<file path="src/rtl/mips_multicycle_ctrl_pkg.sv">
// ============================================================================
//  Module   : mips_ctrl_pkg
//  Purpose  : Shared types, opcodes and control-field encodings for the
//             multicycle MIPS controller.
//  Revision : 1.0  initial release
// ============================================================================
`default_nettype none

package mips_ctrl_pkg;

  typedef enum logic [3:0] {
    S_IDLE   = 4'd0,
    S_FETCH  = 4'd1,
    S_DECODE = 4'd2,
    S_MEMADR = 4'd3,
    S_MEMRD  = 4'd4,
    S_MEMWB  = 4'd5,
    S_MEMWR  = 4'd6,
    S_EXEC   = 4'd7,
    S_ALUWB  = 4'd8,
    S_BRANCH = 4'd9,
    S_ADDIEX = 4'd10,
    S_ADDIWB = 4'd11,
    S_JUMP   = 4'd12
  } state_t;

  typedef enum logic [2:0] {
    C_MEM     = 3'd0,
    C_RTYPE   = 3'd1,
    C_BRANCH  = 3'd2,
    C_ADDI    = 3'd3,
    C_JUMP    = 3'd4,
    C_ILLEGAL = 3'd5
  } op_class_t;

  localparam logic [5:0] OP_RTYPE = 6'b000000;
  localparam logic [5:0] OP_LW    = 6'b100011;
  localparam logic [5:0] OP_SW    = 6'b101011;
  localparam logic [5:0] OP_BEQ   = 6'b000100;
  localparam logic [5:0] OP_BNE   = 6'b000101;
  localparam logic [5:0] OP_ADDI  = 6'b001000;
  localparam logic [5:0] OP_J     = 6'b000010;

  localparam logic [1:0] ALUOP_ADD   = 2'b00;
  localparam logic [1:0] ALUOP_SUB   = 2'b01;
  localparam logic [1:0] ALUOP_FUNCT = 2'b10;

  localparam logic [1:0] SRCB_REGB   = 2'b00;
  localparam logic [1:0] SRCB_FOUR   = 2'b01;
  localparam logic [1:0] SRCB_IMM    = 2'b10;
  localparam logic [1:0] SRCB_IMMSH2 = 2'b11;

  localparam logic [1:0] PCSRC_ALU    = 2'b00;
  localparam logic [1:0] PCSRC_ALUOUT = 2'b01;
  localparam logic [1:0] PCSRC_JUMP   = 2'b10;

  typedef struct packed {
    logic       iord;
    logic       mem_read;
    logic       mem_write;
    logic       ir_write;
    logic       pc_write;
    logic       branch;
    logic       branch_ne;
    logic       alu_src_a;
    logic [1:0] alu_src_b;
    logic [1:0] alu_op;
    logic [1:0] pc_src;
    logic       reg_dst;
    logic       mem_to_reg;
    logic       reg_write;
    logic       instr_done;
    logic       illegal_op;
  } ctrl_word_t;

  // Disabled optional instructions classify as illegal so DECODE can reject them.
  function automatic op_class_t classify(input logic [5:0] op,
                                         input bit en_addi,
                                         input bit en_bne,
                                         input bit en_jump);
    op_class_t cls;
    cls = C_ILLEGAL;
    case (op)
      OP_RTYPE:     cls = C_RTYPE;
      OP_LW, OP_SW: cls = C_MEM;
      OP_BEQ:       cls = C_BRANCH;
      OP_BNE:       cls = en_bne  ? C_BRANCH : C_ILLEGAL;
      OP_ADDI:      cls = en_addi ? C_ADDI   : C_ILLEGAL;
      OP_J:         cls = en_jump ? C_JUMP   : C_ILLEGAL;
      default:      cls = C_ILLEGAL;
    endcase
    return cls;
  endfunction

endpackage

`default_nettype wire

</file>
<file path="src/rtl/mips_multicycle_ctrl_if.sv">
// ============================================================================
//  Module   : mips_multicycle_ctrl_if
//  Purpose  : Controller <-> datapath/memory signal bundle.
//  Revision : 1.0  initial release
// ============================================================================
`default_nettype none

interface mips_multicycle_ctrl_if;
  logic [5:0] opcode;
  logic       mem_ready;
  logic       iord;
  logic       mem_read;
  logic       mem_write;
  logic       ir_write;
  logic       pc_write;
  logic       branch;
  logic       branch_ne;
  logic       alu_src_a;
  logic [1:0] alu_src_b;
  logic [1:0] alu_op;
  logic [1:0] pc_src;
  logic       reg_dst;
  logic       mem_to_reg;
  logic       reg_write;
  logic       instr_done;
  logic       illegal_op;
  logic [3:0] state_o;

  modport master (
    input  opcode, mem_ready,
    output iord, mem_read, mem_write, ir_write, pc_write, branch, branch_ne,
           alu_src_a, alu_src_b, alu_op, pc_src, reg_dst, mem_to_reg,
           reg_write, instr_done, illegal_op, state_o
  );

  modport slave (
    output opcode, mem_ready,
    input  iord, mem_read, mem_write, ir_write, pc_write, branch, branch_ne,
           alu_src_a, alu_src_b, alu_op, pc_src, reg_dst, mem_to_reg,
           reg_write, instr_done, illegal_op, state_o
  );
endinterface

`default_nettype wire

</file>
<file path="src/rtl/mips_multicycle_ctrl_out_dec.sv">
// ============================================================================
//  Module   : mips_ctrl_out_dec
//  Purpose  : Moore control-word decode from state, with mem_ready gating.
//  Revision : 1.0  initial release
// ============================================================================
`default_nettype none

module mips_ctrl_out_dec
  import mips_ctrl_pkg::*;
(
  input  state_t     i_state,
  input  logic       i_mem_ready,
  input  logic       i_is_bne,
  input  logic       i_illegal,
  output ctrl_word_t o_cw
);

  always_comb begin
    o_cw = '0;
    case (i_state)
      S_FETCH: begin
        o_cw.mem_read  = 1'b1;
        o_cw.alu_src_b = SRCB_FOUR;
        o_cw.ir_write  = i_mem_ready;
        o_cw.pc_write  = i_mem_ready;
      end
      S_DECODE: begin
        // Branch target is formed here while the opcode is still being decoded.
        o_cw.alu_src_b  = SRCB_IMMSH2;
        o_cw.illegal_op = i_illegal;
      end
      S_MEMADR, S_ADDIEX: begin
        o_cw.alu_src_a = 1'b1;
        o_cw.alu_src_b = SRCB_IMM;
      end
      S_MEMRD: begin
        o_cw.iord     = 1'b1;
        o_cw.mem_read = 1'b1;
      end
      S_MEMWB: begin
        o_cw.mem_to_reg = 1'b1;
        o_cw.reg_write  = 1'b1;
        o_cw.instr_done = 1'b1;
      end
      S_MEMWR: begin
        o_cw.iord       = 1'b1;
        o_cw.mem_write  = 1'b1;
        o_cw.instr_done = i_mem_ready;
      end
      S_EXEC: begin
        o_cw.alu_src_a = 1'b1;
        o_cw.alu_op    = ALUOP_FUNCT;
      end
      S_ALUWB: begin
        o_cw.reg_dst    = 1'b1;
        o_cw.reg_write  = 1'b1;
        o_cw.instr_done = 1'b1;
      end
      S_BRANCH: begin
        o_cw.alu_src_a  = 1'b1;
        o_cw.alu_op     = ALUOP_SUB;
        o_cw.pc_src     = PCSRC_ALUOUT;
        o_cw.branch     = ~i_is_bne;
        o_cw.branch_ne  = i_is_bne;
        o_cw.instr_done = 1'b1;
      end
      S_ADDIWB: begin
        o_cw.reg_write  = 1'b1;
        o_cw.instr_done = 1'b1;
      end
      S_JUMP: begin
        o_cw.pc_src     = PCSRC_JUMP;
        o_cw.pc_write   = 1'b1;
        o_cw.instr_done = 1'b1;
      end
      default: o_cw = '0;
    endcase
  end

endmodule

`default_nettype wire

</file>
<file path="src/rtl/mips_multicycle_ctrl.sv">
// ============================================================================
//  Module   : mips_multicycle_ctrl
//  Purpose  : Multicycle MIPS control FSM (state register + next-state logic).
//  Revision : 1.0  initial release
// ============================================================================
`default_nettype none

module mips_multicycle_ctrl
  import mips_ctrl_pkg::*;
#(
  parameter bit EN_ADDI = 1'b1,
  parameter bit EN_BNE  = 1'b1,
  parameter bit EN_JUMP = 1'b1
) (
  input  logic                    clk,
  input  logic                    rst_n,
  mips_multicycle_ctrl_if.master  bus
);

  state_t     r_state;
  logic       r_is_bne;
  op_class_t  w_class;
  logic       w_illegal;
  ctrl_word_t w_cw;

  assign w_class   = classify(bus.opcode, EN_ADDI, EN_BNE, EN_JUMP);
  assign w_illegal = (w_class == C_ILLEGAL);

  always_ff @(posedge clk or negedge rst_n) begin
    if (!rst_n) begin
      r_state  <= S_IDLE;
      r_is_bne <= 1'b0;
    end else begin
      case (r_state)
        S_IDLE:   r_state <= S_FETCH;
        S_FETCH:  if (bus.mem_ready) r_state <= S_DECODE;
        S_DECODE: begin
          // Branch flavour is captured so S_BRANCH never looks at the opcode.
          r_is_bne <= (bus.opcode == OP_BNE);
          case (w_class)
            C_MEM:    r_state <= S_MEMADR;
            C_RTYPE:  r_state <= S_EXEC;
            C_BRANCH: r_state <= S_BRANCH;
            C_ADDI:   r_state <= S_ADDIEX;
            C_JUMP:   r_state <= S_JUMP;
            default:  r_state <= S_FETCH;
          endcase
        end
        S_MEMADR: r_state <= (bus.opcode == OP_SW) ? S_MEMWR : S_MEMRD;
        S_MEMRD:  if (bus.mem_ready) r_state <= S_MEMWB;
        S_MEMWB:  r_state <= S_FETCH;
        S_MEMWR:  if (bus.mem_ready) r_state <= S_FETCH;
        S_EXEC:   r_state <= S_ALUWB;
        S_ALUWB:  r_state <= S_FETCH;
        S_BRANCH: r_state <= S_FETCH;
        S_ADDIEX: r_state <= S_ADDIWB;
        S_ADDIWB: r_state <= S_FETCH;
        S_JUMP:   r_state <= S_FETCH;
        default:  r_state <= S_FETCH;
      endcase
    end
  end

  mips_ctrl_out_dec u_dec (
    .i_state     (r_state),
    .i_mem_ready (bus.mem_ready),
    .i_is_bne    (r_is_bne),
    .i_illegal   (w_illegal),
    .o_cw        (w_cw)
  );

  assign bus.iord       = w_cw.iord;
  assign bus.mem_read   = w_cw.mem_read;
  assign bus.mem_write  = w_cw.mem_write;
  assign bus.ir_write   = w_cw.ir_write;
  assign bus.pc_write   = w_cw.pc_write;
  assign bus.branch     = w_cw.branch;
  assign bus.branch_ne  = w_cw.branch_ne;
  assign bus.alu_src_a  = w_cw.alu_src_a;
  assign bus.alu_src_b  = w_cw.alu_src_b;
  assign bus.alu_op     = w_cw.alu_op;
  assign bus.pc_src     = w_cw.pc_src;
  assign bus.reg_dst    = w_cw.reg_dst;
  assign bus.mem_to_reg = w_cw.mem_to_reg;
  assign bus.reg_write  = w_cw.reg_write;
  assign bus.instr_done = w_cw.instr_done;
  assign bus.illegal_op = w_cw.illegal_op;
  assign bus.state_o    = r_state;

endmodule

`default_nettype wire

</file>
<file path="src/flat_wrapper.sv">
// flat-port wrapper written by rule: the top's interface ports become plain ports
module mips_multicycle_ctrl_flat import mips_ctrl_pkg::*;
#(
  parameter bit EN_ADDI = 1'b1,
  parameter bit EN_BNE  = 1'b1,
  parameter bit EN_JUMP = 1'b1
)
  (clk, rst_n, bus_opcode, bus_mem_ready, bus_iord, bus_mem_read, bus_mem_write, bus_ir_write, bus_pc_write, bus_branch, bus_branch_ne, bus_alu_src_a, bus_alu_src_b, bus_alu_op, bus_pc_src, bus_reg_dst, bus_mem_to_reg, bus_reg_write, bus_instr_done, bus_illegal_op, bus_state_o);
  mips_multicycle_ctrl_if bus_i ();
  input  logic clk;
  input  logic rst_n;
  input wire logic [$bits(bus_i.opcode)-1:0] bus_opcode;
  input wire logic [$bits(bus_i.mem_ready)-1:0] bus_mem_ready;
  output wire logic [$bits(bus_i.iord)-1:0] bus_iord;
  output wire logic [$bits(bus_i.mem_read)-1:0] bus_mem_read;
  output wire logic [$bits(bus_i.mem_write)-1:0] bus_mem_write;
  output wire logic [$bits(bus_i.ir_write)-1:0] bus_ir_write;
  output wire logic [$bits(bus_i.pc_write)-1:0] bus_pc_write;
  output wire logic [$bits(bus_i.branch)-1:0] bus_branch;
  output wire logic [$bits(bus_i.branch_ne)-1:0] bus_branch_ne;
  output wire logic [$bits(bus_i.alu_src_a)-1:0] bus_alu_src_a;
  output wire logic [$bits(bus_i.alu_src_b)-1:0] bus_alu_src_b;
  output wire logic [$bits(bus_i.alu_op)-1:0] bus_alu_op;
  output wire logic [$bits(bus_i.pc_src)-1:0] bus_pc_src;
  output wire logic [$bits(bus_i.reg_dst)-1:0] bus_reg_dst;
  output wire logic [$bits(bus_i.mem_to_reg)-1:0] bus_mem_to_reg;
  output wire logic [$bits(bus_i.reg_write)-1:0] bus_reg_write;
  output wire logic [$bits(bus_i.instr_done)-1:0] bus_instr_done;
  output wire logic [$bits(bus_i.illegal_op)-1:0] bus_illegal_op;
  output wire logic [$bits(bus_i.state_o)-1:0] bus_state_o;
  assign bus_i.opcode = bus_opcode;
  assign bus_i.mem_ready = bus_mem_ready;
  assign bus_iord = bus_i.iord;
  assign bus_mem_read = bus_i.mem_read;
  assign bus_mem_write = bus_i.mem_write;
  assign bus_ir_write = bus_i.ir_write;
  assign bus_pc_write = bus_i.pc_write;
  assign bus_branch = bus_i.branch;
  assign bus_branch_ne = bus_i.branch_ne;
  assign bus_alu_src_a = bus_i.alu_src_a;
  assign bus_alu_src_b = bus_i.alu_src_b;
  assign bus_alu_op = bus_i.alu_op;
  assign bus_pc_src = bus_i.pc_src;
  assign bus_reg_dst = bus_i.reg_dst;
  assign bus_mem_to_reg = bus_i.mem_to_reg;
  assign bus_reg_write = bus_i.reg_write;
  assign bus_instr_done = bus_i.instr_done;
  assign bus_illegal_op = bus_i.illegal_op;
  assign bus_state_o = bus_i.state_o;
  mips_multicycle_ctrl #(.EN_ADDI(EN_ADDI), .EN_BNE(EN_BNE), .EN_JUMP(EN_JUMP)) u_core (.clk(clk), .rst_n(rst_n), .bus(bus_i));
endmodule
</file>
<file path="config.mk">
export PLATFORM = sky130hd
export DESIGN_NAME = mips_multicycle_ctrl_flat
export DESIGN_NICKNAME = d
export VERILOG_FILES = /design/src/rtl/mips_multicycle_ctrl_pkg.sv /design/src/rtl/mips_multicycle_ctrl_if.sv /design/src/rtl/mips_multicycle_ctrl_out_dec.sv /design/src/rtl/mips_multicycle_ctrl.sv /design/src/flat_wrapper.sv
export SDC_FILE = /design/constraint.sdc
export NUM_CORES = 1
export LEC_CHECK = 0
export ABC_AREA = 1
export CORE_MARGIN = 3
export CORE_UTILIZATION = 25
export DETAILED_ROUTE_END_ITERATION = 8
export MAX_ROUTING_LAYER = met4
export PLACE_DENSITY_LB_ADDON = 0.12
export SYNTH_ARGS = -nofsm -noshare
export SYNTH_HDL_FRONTEND = slang
export SYNTH_HIERARCHICAL = 1
export SYNTH_SLANG_ARGS = --single-unit
</file>
<file path="constraint.sdc">
create_clock -name clk -period 1.6 [get_ports clk]
set_input_delay 0.32 -clock clk [delete_from_list [all_inputs] [get_ports clk]]
set_output_delay 0.32 -clock clk [all_outputs]
set_load 0.05 [all_outputs]
</file>
* Word-level counts from Yosys, hierarchy flattened
Index checks and enable logic that the tools add are counted.
Storage, ports and cells: bits of input ports 9, register bits 5, latch bits 0, output and inout port bits 23, memory bits (writable) 0, memories kept 0, bits in read-only memories 0
Operators by class: reduce and logical (&&, ||, !) cells 11, shift operators 0, div/mod/pow operators 0, bitwise operators 1, mux-type cells 22, add/subtract/negate cells 0, multipliers 0, order comparisons 0, equality and inequality tests 26
Operators with widths (count):
- $pmux 4 s7 | 1
- $eq 4x4->1 const B | 5
- $pmux 4 s5 | 1
- $eq 4x3->1 const B | 4
- $pmux 3 s5 | 1
- $eq 6x3->1 const B | 2
- $eq 6x6->1 const B | 2
- $mux 4 | 3
- $reduce_or 2->1 | 5
- $mux 1 | 9
- $eq 4x2->1 const B | 2
- $pmux 2 s2 | 2
- $eq 3x2->1 const B | 2
- $eq 3x3->1 const B | 2
- $eq 6x2->1 const B | 1
- $eq 6x4->1 const B | 1
- $logic_not 6->1 | 1
- $ne 2x2->1 const B | 3
- $pmux 2 s3 | 1
- $reduce_or 5->1 | 1
- $eq 4x1->1 const B | 1
- $mux 2 | 2
- $pmux 1 s2 | 2
- $reduce_or 4->1 | 1
- other kinds (5) | 5

* Logic depth before layout (Yosys ltp)
Gate-level depths: netlist of the first run.
depth in word-level cells 6, depth in mapped cells 12

* Modules after synthesis
Netlist of the first run, hierarchy kept.
Modules (own cells, without submodules):
- mips_multicycle_ctrl | area an instance 480.5 um^2, times used 1, sequential area each 125.1 um^2, cells an instance 75
- mips_ctrl_out_dec | area an instance 237.7 um^2, times used 1, sequential area each 0.0 um^2, cells an instance 55

* Worst setup path after synthesis of the first run
Ideal clock, no wire load.
path type register to output, start register u_core.r_state[3] (netlist: u_core/bus.state_o[3]), end output port bus_reg_dst, slack -796 ps, arrival time 2076 ps, stages on the path, launching flop included 5, path buffers 0, cells stage by stage dfrtp_1 inv_1 nor2_2 inv_1 nor3_1
On the way: longest elaborated chain between the ends 2
Ends and longest elaborated chain:
- start: declaration | RTL line mips_multicycle_ctrl.sv:20 | state_t r_state;
- start signal: assignment | RTL line mips_multicycle_ctrl.sv:49 | S_MEMADR: r_state <= (bus.opcode == OP_SW) ? S_MEMWR : S_MEMRD;
- $eq 4x4->1 | RTL line mips_multicycle_ctrl_out_dec.sv:20 | case (i_state)
- $mux 1 | RTL line mips_multicycle_ctrl_out_dec.sv:20
- end: declaration | RTL line flat_wrapper.sv:25 | output wire logic [$bits(bus_i.reg_dst)-1:0] bus_reg_dst;
No other way between the ends.

* Worst setup path in the final report of the first run
start register u_core.r_state[0] (netlist: u_core/bus.state_o[0]), end output port bus_pc_write
On the way: longest elaborated chain between the ends 2, elaborated cells between the ends (all ways) 3
Ends and longest elaborated chain:
- $eq 4x4->1 / $eq 4x1->1 (equally long branches) | RTL line mips_multicycle_ctrl_out_dec.sv:20
- $pmux 1 s2 (*) | RTL line mips_multicycle_ctrl_out_dec.sv:20
- end: declaration | RTL line flat_wrapper.sv:18 | output wire logic [$bits(bus_i.pc_write)-1:0] bus_pc_write;
Mark *: on every way between the ends. The rest lies on a longest branch, timed or not.

==> out/metrics.json, run 1 <==
{
  "clock_tree": {
    "clock_path_buffers": 2,
    "cts.clk_slew.worst_paths_ns": 0.05,
    "cts-hold-fix-buffers": 0,
    "cts_htree_levels": 1,
    "clock_sinks": 5,
    "clock_insertion_delay_worst_skew_ns": 0.25,
    "tritoncts": "done",
    "clock-root-buffer": "clkbuf_4",
    "cts_buffers": 3
  },
  "sta": {
    "achievable-frequency_mhz": 577,
    "slew_headroom_pct": 81.8,
    "post-route-period-util_pct": 108,
    "worst_slack_ns": -0.134,
    "hold_violations": 0,
    "final.setup.tns_ns": -1.27,
    "finalSetupViolations": 17,
    "rsz0062_at_grt": "yes",
    "period_minus_slack_ns": 1.73,
    "maxSlewViolCount": 0,
    "tightest_slew_ns": 0.271,
    "clock-skew-final_ns": 0.00346
  },
  "cells_and_area": {
    "seqCellArea_sq_um": 135,
    "layoutNonFillerInstCount": 219,
    "final_area_sq_um": 1700,
    "syn_to_final_growth_pct": 136,
    "final_layout_size_suffix_gt1_share_pct": 65.1,
    "n_fill_cell": 227,
    "diodes": 0,
    "multiInputGateArea_sq_um": 686,
    "fin_nets": 199
  },
  "setup_path": {
    "capture_point_of_the_worst_path": "bus_pc_write",
    "timing.rr.end": "u_core/bus.state_o[2]",
    "reg2reg_setup_slack_ns": 0.01,
    "crit-reg2reg-launch": "u_core/bus.state_o[2]",
    "worst_path_max_delay_cell": "dfrtp_4",
    "critPathMaxStageDelay_ns": 0.49,
    "path_class": "flop to output port",
    "worst_ep_required_time_ns": 1.28,
    "crit_path_start_kind": "flop",
    "cp_cell_sequence": "inv_4, nor2_4, nand2_2, o21ai_4, buf_12",
    "endpoint_kind": "output port",
    "crit_fanout": 8,
    "crit_arrival_ns": 1.41,
    "critPathLaunch": "u_core/bus.state_o[0]",
    "r2r_cell_count": 6
  },
  "synth": {
    "synth_nets": 139,
    "netlist_area_before_placement_sq_um": 718,
    "synth_async_sr_flop_share_pct": 100,
    "synthTopCellsByArea": "nand2_1 19%, dfrtp_1 17%, nor2_1 11%",
    "synth.most_common_cell": "nand2_1",
    "synth-edff-count": 0,
    "yosys.area.top_type_share_pct": 19.3,
    "synth_top_cells_by_count": "37 x nand2_1, 22 x nor2_1, 20 x inv_1",
    "synth_sequential_area_ratio_pct": 17.4,
    "synth_cells": 130,
    "synthesis.yosys.warnings": 6,
    "ys_ff_latch": 5,
    "synth_cell_type_count": 22,
    "synth_flop_cell": "dfrtp_1",
    "yosys_top_cell_by_area": "nand2_1",
    "postSynthAreaPerCell_sq_um": 5.52
  },
  "status": {
    "outcome": "finished, violations left",
    "violations": "setup timing"
  },
  "detailed_routing": {
    "vias_per_cell": 4.60,
    "avgRoutedWirePerCell_um": 11.3,
    "drt-pass1-iter-count": 5,
    "remaining_drc_errors": 0,
    "detail_route.iter0.violations": 27,
    "ant_nets": 0,
    "wl_um": 2480,
    "via_count": 1008
  },
  "placed_design": {
    "placement.cell_area_sq_um": 1500,
    "hpwlAfterDp_um": 1920,
    "place.detailed.instances": 206,
    "port-buffer-count": 31,
    "gp_congestion": 0.889
  },
  "die": {
    "die_wd_um": 59.6,
    "ioPinCount": 32,
    "die-height_um": 59.6,
    "die-area_sq_um": 3550,
    "effective_utilization_at_floorplan_pct": 27.5,
    "coreArea_sq_um": 2610,
    "placementRows": 18
  },
  "pwr": {
    "pwr_density_cell_nw_per_um2": 1930,
    "peakVddDrop_v": 0.00177,
    "power.leakage_uw": 0.000796
  },
  "run": {
    "maximum_capacitance_violations": 0
  },
  "grt": {
    "first_global_vias": 883,
    "pin_count_of_the_biggest_net_entering_global_routing": 9,
    "grt_antenna_before_repair": 0,
    "overall_fraction_of_global_route_tracks_in_use_pct": 14.4,
    "grt_first_pass_wirelength_um": 3840,
    "overflow": 0
  },
  "min_path": {
    "hold_class": "input pin to asynchronous set/reset pin"
  }
}
## what timing repair did
item	in CTS	in global routing
endpoints found under the setup margin	18	22
pin swaps	7	8
resized for setup	31	27
buffers inserted	7	3
## through the flow
step / utilization [%] / worst slack [ns] / power, uW / hold slack [ns]
after detailed placement: 57.6 / -0.417 / 2840 / 0.550
after floorplan: - / -0.183 / 1680 / 0.0244
after CTS: 62.9 / -0.147 / 3220 / 0.284
after global routing: 64.9 / -0.209 / 3450 / 0.285
after global placement: 57.6 / -0.403 / 2830 / 0.548
final: 64.9 / -0.134 / 3280 / 0.281
## routing by layer
metal	track usage (%)	share of wire [%]	vias to the layer above	routed length, um
li1	-	-	524	-
met1	20.7	47	463	1180
met2	21.2	48	19	1200
met3	1.96	3.9	2	98
met4	3.80	0.28	0	7
met5	-	0	-	0
## worst min-delay path by stage
stage                                  endpoint  slack [ns]  startpoint  cells past startpoint
after floorplan           u_core/bus.state_o[2]        0.02       rst_n                      0
after global placement    u_core/bus.state_o[0]        0.55       rst_n                      1
after detailed placement        u_core/r_is_bne        0.55       rst_n                      1
after CTS                 u_core/bus.state_o[0]        0.28       rst_n                      1
after global routing      u_core/bus.state_o[0]        0.29       rst_n                      1
final                     u_core/bus.state_o[0]        0.28       rst_n                      1
## flip-flops by register name (all words and copies together), names as in the netlist
| signal | count |
|---|---|
| u_core/bus.state_o | 4 |
| u_core/r_is_bne | 1 |
## power breakdown
part / internal [uW] / switching [uW] / total, uW / leakage [uW]
clock: 90.9 / 60.1 / 151 / 0.0000177
combinational: 1250 / 1550 / 2800 / 0.000720
sequential: 197 / 133 / 330 / 0.0000591
## critical path: cells and delay by family (launching register included)
family          cells  cell delay (ns)
buf+inv             2             0.20
flops               1             0.49
simple gates        2             0.29
compound gates      1             0.17
## final cells by class
type                            instances  area share (%)
Clock inverter                          1           0.295
Clock buffer                            3            1.33
Inverter                               24            5.75
Multi-Input combinational cell        100            40.4
Sequential cell                         5            7.96
Timing Repair Buffer                   56            42.0
Tap cell                               30            2.21
## cell usage in the layout (no fill, tap or decap), drive strengths merged, types with 2 or more instances in the layout
cell type / synthesis / routed
nand3: 9 / 9
or2: 2 / 2
nor2: 32 / 32
a21oi: 2 / 2
o21ai: 5 / 5
dfrtp: 5 / 5
clkbuf: 0 / 9
nor3: 7 / 7
inv: 24 / 24
buf: 1 / 48
nand2: 39 / 39
clkdlybuf4s50: 0 / 2
## kinds of logic after synthesis
logic type	share of synthesized area [%]
AOI/OAI and AO/OA	8.54
buffers and inverters	13.6
DFF	17.4
and+or+nand+nor	60.5
Power figures use the tool's default switching activity.
==> run 2, diff against run 1 <==
--- a/config.mk
+++ b/config.mk
@@ -6,6 +6,7 @@
 export NUM_CORES = 1
 export LEC_CHECK = 0
 export ABC_AREA = 1
+export CAP_MARGIN = 10
 export CORE_MARGIN = 3
 export CORE_UTILIZATION = 25
 export DETAILED_ROUTE_END_ITERATION = 8
==> results of run 2 <==
Final layout, timing and power as in run 1 (identical DEF).
==> run 3, diff against run 2 <==
--- a/config.mk
+++ b/config.mk
@@ -7,7 +7,7 @@
 export LEC_CHECK = 0
 export ABC_AREA = 1
 export CAP_MARGIN = 10
-export CORE_MARGIN = 3
+export CORE_MARGIN = 2
 export CORE_UTILIZATION = 25
 export DETAILED_ROUTE_END_ITERATION = 8
 export MAX_ROUTING_LAYER = met4
==> run 3 against run 2 <==
The run still ends with setup timing left. Final cell count rose by 0.46%. Worst hold slack improved by 0.019 ns. Sequential share of layout area shrank 0.12 points. Global-route usage up 1.6 points. Clock-buffer cell count rose by 1. Largest power group unchanged. Register-to-register slack got worse by 0.03 ns. Non-clock buffer count stayed put. Largest cell class unchanged.
==> out/metrics.json, run 3 (synthesis gave the netlist of run 1 again) <==
{
  "sta": {
    "hold_violations": {"value": 0, "change": "unchanged"},
    "clock-skew-final": {"value": 0.00128, "unit": "ns", "change": "-0.00218 ns"},
    "post-route-period-util": {"value": 107, "unit": "%", "change": "-1.4 points"},
    "rsz0062_at_grt": "yes",
    "finalSetupViolations": {"value": 17, "change": "unchanged"},
    "period_minus_slack": {"value": 1.71, "unit": "ns", "change": "-0.0230 ns"},
    "slew_headroom": {"value": 82.2, "unit": "%", "change": "+0.45 points"},
    "achievable-frequency": {"value": 585, "unit": "MHz", "change": "+1.3%"},
    "tightest_slew": {"value": 0.265, "unit": "ns", "change": "-0.00598 ns"},
    "maxSlewViolCount": {"value": 0, "change": "unchanged"},
    "final.setup.tns": {"value": -1.17, "unit": "ns", "change": "+0.0962 ns"},
    "hold-worst-slack": {"value": 0.300, "unit": "ns", "change": "+0.0193 ns"},
    "worst_slack": {"value": -0.111, "unit": "ns", "change": "+0.0230 ns"}
  },
  "setup_path": {
    "crit_top_cell": "nor2_4",
    "crit_arrival": {"value": 1.39, "unit": "ns", "change": "-0.02 ns"},
    "worst_ep_required_time": {"value": 1.28, "unit": "ns", "change": "about the same"},
    "critPathMaxStageDelay": {"value": 0.47, "unit": "ns", "change": "-0.02 ns"},
    "crit_path_start_kind": "flop",
    "path_class": "flop to output port",
    "endpoint_kind": "output port",
    "worst_path_max_delay_cell": "dfrtp_4",
    "crit_fanout": {"value": 6, "change": "-2"},
    "cp_cell_sequence": "inv_4, nor2_4, nand2_4, buf_6, nor2_4, buf_12"
  },
  "cells_and_area": {
    "layoutNonFillerInstCount": {"value": 220, "change": "+0.46%"},
    "final_common_cell": "nand2_1",
    "utilization": {"value": 63.0, "unit": "%", "change": "-1.9 points"},
    "mostFrequentLayoutCells": "25 x nand2_1, 23 x buf_12, 19 x buf_4, 14 x nor2_4, 11 x inv_2",
    "syn_to_final_growth_pct": 140,
    "number_of_flip_flops_under_the_largest_register_name": {"value": 4, "change": "unchanged"},
    "diodes": {"value": 0, "change": "unchanged"},
    "final_layout_size_suffix_gt1_share": {"value": 65.1, "unit": "%", "change": "unchanged"},
    "fin_nets": {"value": 199, "change": "unchanged"}
  },
  "pwr": {
    "power.leakage": {"value": 0.000812, "unit": "uW", "change": "+2.0%"},
    "peakVddDrop": {"value": 0.00151, "unit": "V", "change": "-15%"},
    "pwr_density_cell": {"value": 1920, "unit": "nW/um^2", "change": "-0.89%"}
  },
  "grt": {
    "overall_fraction_of_global_route_tracks_in_use": {"value": 16.1, "unit": "%", "change": "+1.6 points"},
    "overflow": {"value": 0, "change": "unchanged"},
    "first_global_vias": {"value": 998, "change": "+13%"},
    "grt_first_pass_wirelength": {"value": 4120, "unit": "um", "change": "+7.4%"},
    "pin_count_of_the_biggest_net_entering_global_routing": {"value": 8, "change": "-1"},
    "grt_antenna_before_repair": {"value": 0, "change": "unchanged"}
  },
  "detailed_routing": {
    "remaining_drc_errors": {"value": 0, "change": "unchanged"},
    "ant_nets": {"value": 0, "change": "unchanged"},
    "avgRoutedWirePerCell": {"value": 11.1, "unit": "um", "change": "-2.6%"},
    "wl": {"value": 2430, "unit": "um", "change": "-2.1%"},
    "vias_per_cell": {"value": 4.59, "change": "-0.36%"},
    "detail_route.iter0.violations": {"value": 16, "change": "-41%"},
    "via_count": {"value": 1009, "change": "+0.099%"},
    "drt-pass1-iter-count": {"value": 4, "change": "-1"}
  },
  "die": {
    "placementRows": {"value": 19, "change": "+1"},
    "die_wd": {"value": 57.6, "unit": "um", "change": "-3.4%"},
    "effective_utilization_at_floorplan": {"value": 26.3, "unit": "%", "change": "-1.2 points"},
    "coreArea": {"value": 2730, "unit": "sq um", "change": "+4.6%"},
    "die-area": {"value": 3320, "unit": "sq um", "change": "-6.6%"},
    "ioPinCount": {"value": 32, "change": "unchanged"},
    "die-height": {"value": 57.6, "unit": "um", "change": "-3.4%"}
  },
  "placed_design": {
    "gp_congestion": {"value": 0.935, "change": "+5.2%"},
    "hpwlAfterDp": {"value": 1910, "unit": "um", "change": "-0.47%"},
    "port-buffer-count": {"value": 31, "change": "unchanged"},
    "place.detailed.instances": {"value": 208, "change": "+0.97%"}
  },
  "run": {
    "maximum_capacitance_violations": {"value": 0, "change": "unchanged"}
  },
  "min_path": {
    "hold_class": "input pin to asynchronous set/reset pin"
  },
  "status": {
    "violations": "setup timing",
    "outcome": "finished, violations left"
  },
  "clock_tree": {
    "clock_insertion_delay_worst_skew": {"value": 0.24, "unit": "ns", "change": "about the same"},
    "clock_sinks": {"value": 5, "change": "unchanged"},
    "clock_path_buffers": {"value": 2, "change": "unchanged"},
    "clock-root-buffer": "clkbuf_4",
    "tritoncts": "done",
    "cts.clk_slew.worst_paths": {"value": 0.04, "unit": "ns", "change": "about the same"},
    "cts_htree_levels": {"value": 1, "change": "unchanged"},
    "cts_buffers": {"value": 3, "change": "unchanged"}
  }
}
run 3: cell types whose count changed in the layout (fill, tap and decap cells not counted), moves of 2 or more:
cell / before / now
buf_6: 4 / 6
buf_4: 21 / 19
inv_4: 1 / 3
nor2_2: 13 / 8
nor2_1: 7 / 10
inv_2: 9 / 11
inv_1: 13 / 10
nor3_4: 2 / 4
nor2_4: 12 / 14
run 3: layout make-up:
class | instances | area, sq um
Fill cell | 247 | 1010
Timing Repair Buffer | 56 | 727
Multi-Input combinational cell | 100 | 698
Sequential cell | 5 | 135
Inverter | 24 | 97.6
Tap cell | 31 | 38.8
Clock buffer | 4 | 26.3
run 3: report_power, final:
group / switching [uW] / leakage (uW) / internal (uW) / total, uW
Sequential: 111 / 0.0000591 / 197 / 308
Combinational: 1580 / 0.000738 / 1260 / 2850
Clock: 53.3 / 0.0000150 / 94.4 / 148
run 3: path summary, 6_finish.rpt:
| path | end | depth (start not counted) | slack (ns) | startpoint |
|---|---|---|---|---|
| hold / removal | u_core/r_is_bne | 1 | 0.30 | rst_n |
| min in group clk | u_core/r_is_bne | 4 | 0.51 | bus_opcode[0] |
| hold reg to reg | u_core/r_is_bne | 2 | 0.62 | u_core/r_is_bne |
| max in group asynchronous | u_core/bus.state_o[1] | 1 | 1.08 | rst_n |
| setup / recovery | bus_branch_ne | 6 | -0.11 | u_core/bus.state_o[0] |
| setup reg to reg | u_core/bus.state_o[2] | 11 | -0.02 | u_core/bus.state_o[0] |
run 3: worst max-delay path, delay by kind of cell, from the launching register on:
family / cells / cell delay [ns]
DFF: 1 / 0.47
buffers and inverters: 3 / 0.33
and+or+nand+nor: 3 / 0.34
run 3: metal layers:
layer,track usage [%],part of all wire [%],up-vias
li1,-,-,521
met1,17.8,38,467
met2,30.0,58,21
met3,2.72,3.5,0
met4,2.99,0,0
met5,-,0,-
run 3: metrics by stage:
stage	total power, uW	instance area (sq um)	setup WS, ns
floorplan	1680	817	-0.183
global placement	2810	1510	-0.367
detailed placement	2840	1510	-0.406
CTS	3230	1690	-0.120
global route	3470	1720	-0.176
finish	3300	1720	-0.111
run 3: what timing repair did:
action                                  4_1_cts  5_1_grt
endpoints found under the setup margin       18       22
resized for setup                            41       23
setup buffers                                 7        1
hold buffers                                  0        0
pin swaps                                    10        9
==> patch 1, RTL diff (config.mk and constraints of run 3) <==
Reset style: synchronous (`rst_n`), changed in one clocked block.
--- a/src/rtl/mips_multicycle_ctrl.sv
+++ b/src/rtl/mips_multicycle_ctrl.sv
@@ -26,7 +26,7 @@
   assign w_class   = classify(bus.opcode, EN_ADDI, EN_BNE, EN_JUMP);
   assign w_illegal = (w_class == C_ILLEGAL);
 
-  always_ff @(posedge clk or negedge rst_n) begin
+  always_ff @(posedge clk) begin
     if (!rst_n) begin
       r_state  <= S_IDLE;
       r_is_bne <= 1'b0;
Check against the original RTL: differs if rst_n is asserted again (counterexample within 4 cycles, from zero or initial values and one cycle with rst_n low); with rst_n held inactive, the same outputs for 10 cycles.
==> patch 1 against run 3 <==
The run ends with design-rule violations, negative setup slack left. Sequential cell count did not move. Maximum frequency rose by 5.7%. Routed wire length fell by 1.4%. Synthesized area rose by 4.2%. Cell area fell by 2.8%. Combinational power fell by 32%. Total power fell by 29%. Worst setup slack improved by 0.093 ns. Critical path type unchanged. Critical endpoint is now bus_alu_src_a. Largest cell class unchanged.
==> patch 1: results (changes against run 3) <==
- Ys async rst share: 0 (-1.00)
- Setup TNS: -0.0428 ns (+1.13 ns)
- H-tree levels: 1 (unchanged)
- R2R Path End: u_core/bus.state_o[0]
- Inserted Clock Buffers: 3 (unchanged)
- Cells taking the most area after synthesis: nand2_1 18%, dfxtp_1 13%, inv_1 12%
- Outcome: finished with violations
- Total track usage: 0.133 (-0.0277)
- Total number of vias: 1,081 (+7.1%)
- CP Capture Point: bus_alu_src_a
- Post-DP HPWL: 1790 um (-6.1%)
- Vias in the first global route: 898 (-10%)
- RD Place Congestion: 0.942 (+0.81%)
- Worst Setup Slack, final: -0.0178 ns (+0.0928 ns)
- Layout cell share with drive strength beyond 1: 0.642 (-0.00831)
- Worst reg2reg setup slack: 0.06 ns (+0.08 ns)
- Post-Syn Nets: 146 (+5.0%)
- Placed cell area: 1430 um^2 (-5.5%)
- Post-synth EDFFs: 0 (unchanged)
- N_diodes: 0 (unchanged)
- Pre-antenna DRT Iters: 8 (+4)
- NumNets Final: 203 (+2.0%)
- Rel. slew slack: 0.845 (+0.0225)
- First-pass GRT wire length: 3530 um (-14%)
- CP arrival: 1.30 ns (-0.09 ns)
- Clock buffer depth: 2 (unchanged)
- 1st-iter DRT viols: 41 (+25)
- Cts-stage hold buffer count: 0 (unchanged)
- IO Port Bufs: 31 (unchanged)
- Slowest CP cell: dfxtp_4
- Clock Skew: 0.000826 ns (-0.000453 ns)
- Setup slack after placement: -0.397 ns (+0.00862 ns)
- Worst min path class: in -> reg
- Failing checks: design-rule violations, negative setup slack
- Commonest cells post-synth: 36 x nand2_1, 23 x inv_1, 18 x nor2_1
- Final setup fails: 3 (-14)
- Clk root buf: clkbuf_4
- Post-synthesis sequential area ratio: 0.134 (-0.0404)
- Max IR drop VDD: 1.23 mV (-18%)
- CP max stage delay: 0.39 ns (-0.08 ns)
- Hold path startpoint: bus_opcode[0]
- Worst reg2reg path startpoint: u_core/bus.state_o[3]
- Remaining DRCs: 5 (+5)
- Cell variety after synth: 21 (-4.5%)
- Post-synth top flop: dfxtp_1
- P_leak: 0.788 nW (-3.0%)
- Final WL: 2400 um (-1.4%)
- Pin count of the biggest net entering global routing: 10 (+2)
- R2R depth: 11 (unchanged)
- Number of synthesis warnings: 6 (unchanged)
- Critical path startpoint: u_core/bus.state_o[0]
[patch 1: changes by cell type in the layout (fill, tap and decap cells not counted), sizes merged, moves of 3 or more]
| cell | before | now |
|---|---|---|
| a21oi | 2 | 7 |
| nand4 | 1 | 4 |
| nor3 | 7 | 4 |
| dfxtp | 0 | 5 |
| inv | 24 | 28 |
| dfrtp | 5 | 0 |
| clkbuf | 9 | 5 |
[patch 1: worst min-delay path by stage]
stage / to / cells past startpoint
after global routing: u_core/r_is_bne / 3
after floorplan: u_core/bus.state_o[0] / 2
after CTS: u_core/r_is_bne / 3
final: u_core/r_is_bne / 3
after detailed placement: u_core/bus.state_o[1] / 2
after global placement: u_core/bus.state_o[1] / 2
[patch 1: report_power, final]
group	internal (W)	switching, W	leakage (nW)
clock	0.0000939	0.0000459	0.0150
sequential	0.000179	0.0000838	0.0437
combinational	0.000828	0.00110	0.729
[patch 1: through the flow]
stage | utilization | power, W | std cells | hold slack, ns
floorplan | - | 0.00120 | 137 | 0.417
global placement | 0.509 | 0.00188 | 205 | 0.576
detailed placement | 0.509 | 0.00190 | 205 | 0.575
CTS | 0.538 | 0.00214 | 218 | 0.411
global route | 0.597 | 0.00246 | 224 | 0.429
finish | 0.597 | 0.00233 | 224 | 0.411
[patch 1: cells by family after synthesis]
family                 Yosys count  share of synthesized area
DFF                              5                      0.134
buffers and inverters           29                      0.151
AOI/OAI and AO/OA               14                      0.115
and+or+nand+nor                 89                      0.600
[patch 1: routing by layer]
layer | part of all wire | GRT usage | routed length [um] | vias to the layer above
met3 | 0.073 | 0.0286 | 175 | 10
met2 | 0.51 | 0.257 | 1230 | 54
met4 | 0.024 | 0.0227 | 58 | 0
li1 | - | - | - | 536
met5 | 0 | - | 0 | -
met1 | 0.39 | 0.139 | 938 | 481
[patch 1: area by class of cell]
type                            instances  area [um^2]
Multi-Input combinational cell        103          678
Clock buffer                            4         26.3
Fill cell                             270         1130
Inverter                               28          118
Timing Repair Buffer                   53          699
Tap cell                               31         38.8
Sequential cell                         5          115
[patch 1: timing repair]
item / CTS / global route
buffers inserted: 9 / 6
resized for setup: 29 / 42
endpoints found under the setup margin: 13 / 14
pin swaps: 7 / 23
[patch 1: critical path: cells and delay by family (launching register included)]
| kind | cells | cell delay [ns] |
|---|---|---|
| simple gates | 4 | 0.42 |
| flops | 1 | 0.39 |
| buf+inv | 3 | 0.25 |
==> patch 2, RTL diff (flow settings as in run 3) <==
Without the edit above. `EN_JUMP` is set to 1'b1 in 2 places; all go to 1'b0.
--- a/src/rtl/mips_multicycle_ctrl.sv
+++ b/src/rtl/mips_multicycle_ctrl.sv
@@ -10,7 +10,7 @@
 #(
   parameter bit EN_ADDI = 1'b1,
   parameter bit EN_BNE  = 1'b1,
-  parameter bit EN_JUMP = 1'b1
+  parameter bit EN_JUMP = 1'b0
 ) (
   input  logic                    clk,
   input  logic                    rst_n,
--- a/src/flat_wrapper.sv
+++ b/src/flat_wrapper.sv
@@ -3,7 +3,7 @@
 #(
   parameter bit EN_ADDI = 1'b1,
   parameter bit EN_BNE  = 1'b1,
-  parameter bit EN_JUMP = 1'b1
+  parameter bit EN_JUMP = 1'b0
 )
   (clk, rst_n, bus_opcode, bus_mem_ready, bus_iord, bus_mem_read, bus_mem_write, bus_ir_write, bus_pc_write, bus_branch, bus_branch_ne, bus_alu_src_a, bus_alu_src_b, bus_alu_op, bus_pc_src, bus_reg_dst, bus_mem_to_reg, bus_reg_write, bus_instr_done, bus_illegal_op, bus_state_o);
   mips_multicycle_ctrl_if bus_i ();
Function: changed (Yosys sat finds a counterexample within 4 cycles, from zero or initial values and one cycle with rst_n low).
==> patch 2 against run 3 <==
Sequential cell count unchanged. Total power decreased by 9.6%. Final cell count decreased by 3.6%. Worst setup slack got worse by 0.0065 ns. Cell area decreased by 6.8%. Critical path depth decreased by 1. Routed wire length decreased by 12%. Synthesized area decreased by 6.8%. The run still ends with negative setup slack left.
==> patch 2: results (changes against run 3) <==
- Outcome: finished with violations
- Failing checks: negative setup slack
- Placed cell area: 1450 um^2 (-4.0%)
- Setup slack after placement: -0.226 ns (+0.180 ns)
- Setup TNS: -1.19 ns (-0.0173 ns)
- Cells taking the most area after synthesis: nand2_1 22%, dfrtp_1 19%, nor2_1 13%
- R2R depth: 9 (-2)
- P_leak: 0.801 nW (-1.4%)
- Final setup fails: 14 (-3)
- Post-synthesis sequential area ratio: 0.187 (+0.0127)
- Worst reg2reg path startpoint: u_core/bus.state_o[3]
- Inserted Clock Buffers: 3 (unchanged)
- Clock Power Share: 0.047 (+0.002)
- Filler Cell Count: 219 (-11%)
- Post-CTS Setup Repair Bufs: 2 (-5)
- Post-cts repair resize count: 28 (-32%)
- Post-DP HPWL: 1720 um (-10%)
- Area of the multi-input gates: 607 um^2 (-13%)
- Commonest cells post-synth: 40 x nand2_1, 24 x nor2_1, 22 x inv_1
- Compound-Gate Fraction of Synth Area: 0.0561 (-0.0293)
- First-pass GRT wire length: 3790 um (-8.0%)
- NetSw: 0.00159 W (-8.8%)
- Max IR drop VDD: 1.37 mV (-9.3%)
- 1st-iter DRT viols: 15 (-1)
- Post-Syn Nets: 136 (-2.2%)
- Seq power: 0.000293 W (-5%)
- Total track usage: 0.147 (-0.0133)
- RD Place Congestion: 0.832 (-11%)
- Vias per cell: 4.54 (-1.1%)
- Clock Skew: 0.00152 ns (+0.000238 ns)
- FP Rows: 18 (-1)
- Slew @ Worst Pin: 0.248 ns (-0.0168 ns)
- Cell variety after synth: 19 (-14%)
- Worst Setup Slack, final: -0.117 ns (-0.00647 ns)
- CP max stage delay: 0.51 ns (+0.04 ns)
- Layout cell share with drive strength beyond 1: 0.593 (-0.0574)
- Critical path startpoint: u_core/bus.state_o[3]
- Final cell count without fillers: 212 (-3.6%)
- NumNets Final: 192 (-3.5%)
- Final WL: 2140 um (-12%)
## patch 2: final cells by class
cell class,instances,area share
Sequential cell,5,0.0873
Timing Repair Buffer,52,0.433
Inverter,25,0.0624
Tap cell,30,0.0234
Multi-Input combinational cell,96,0.378
Clock buffer,4,0.0164
## patch 2: per-layer routing
layer  track usage  share of wire  vias to the layer above
met5             -              0                        -
met4        0.0209         0.0056                        0
met3        0.0209          0.032                        2
met2         0.274           0.54                       19
met1         0.170           0.42                      448
li1              -              -                      493
## patch 2: kinds of logic (layout without fill, tap and decap cells)
family / after synthesis / count (layout)
compound gates: 5 / 5
buf+inv: 26 / 81
simple gates: 91 / 91
flops: 5 / 5
## patch 2: final timing paths
check	end	slack, ns
min in group clk	u_core/r_is_bne	0.49
max in group asynchronous	u_core/bus.state_o[2]	1.07
max reg2reg	u_core/bus.state_o[0]	0.03
max	bus_alu_op[1]	-0.12
min reg2reg	u_core/r_is_bne	0.58
min	u_core/r_is_bne	0.31
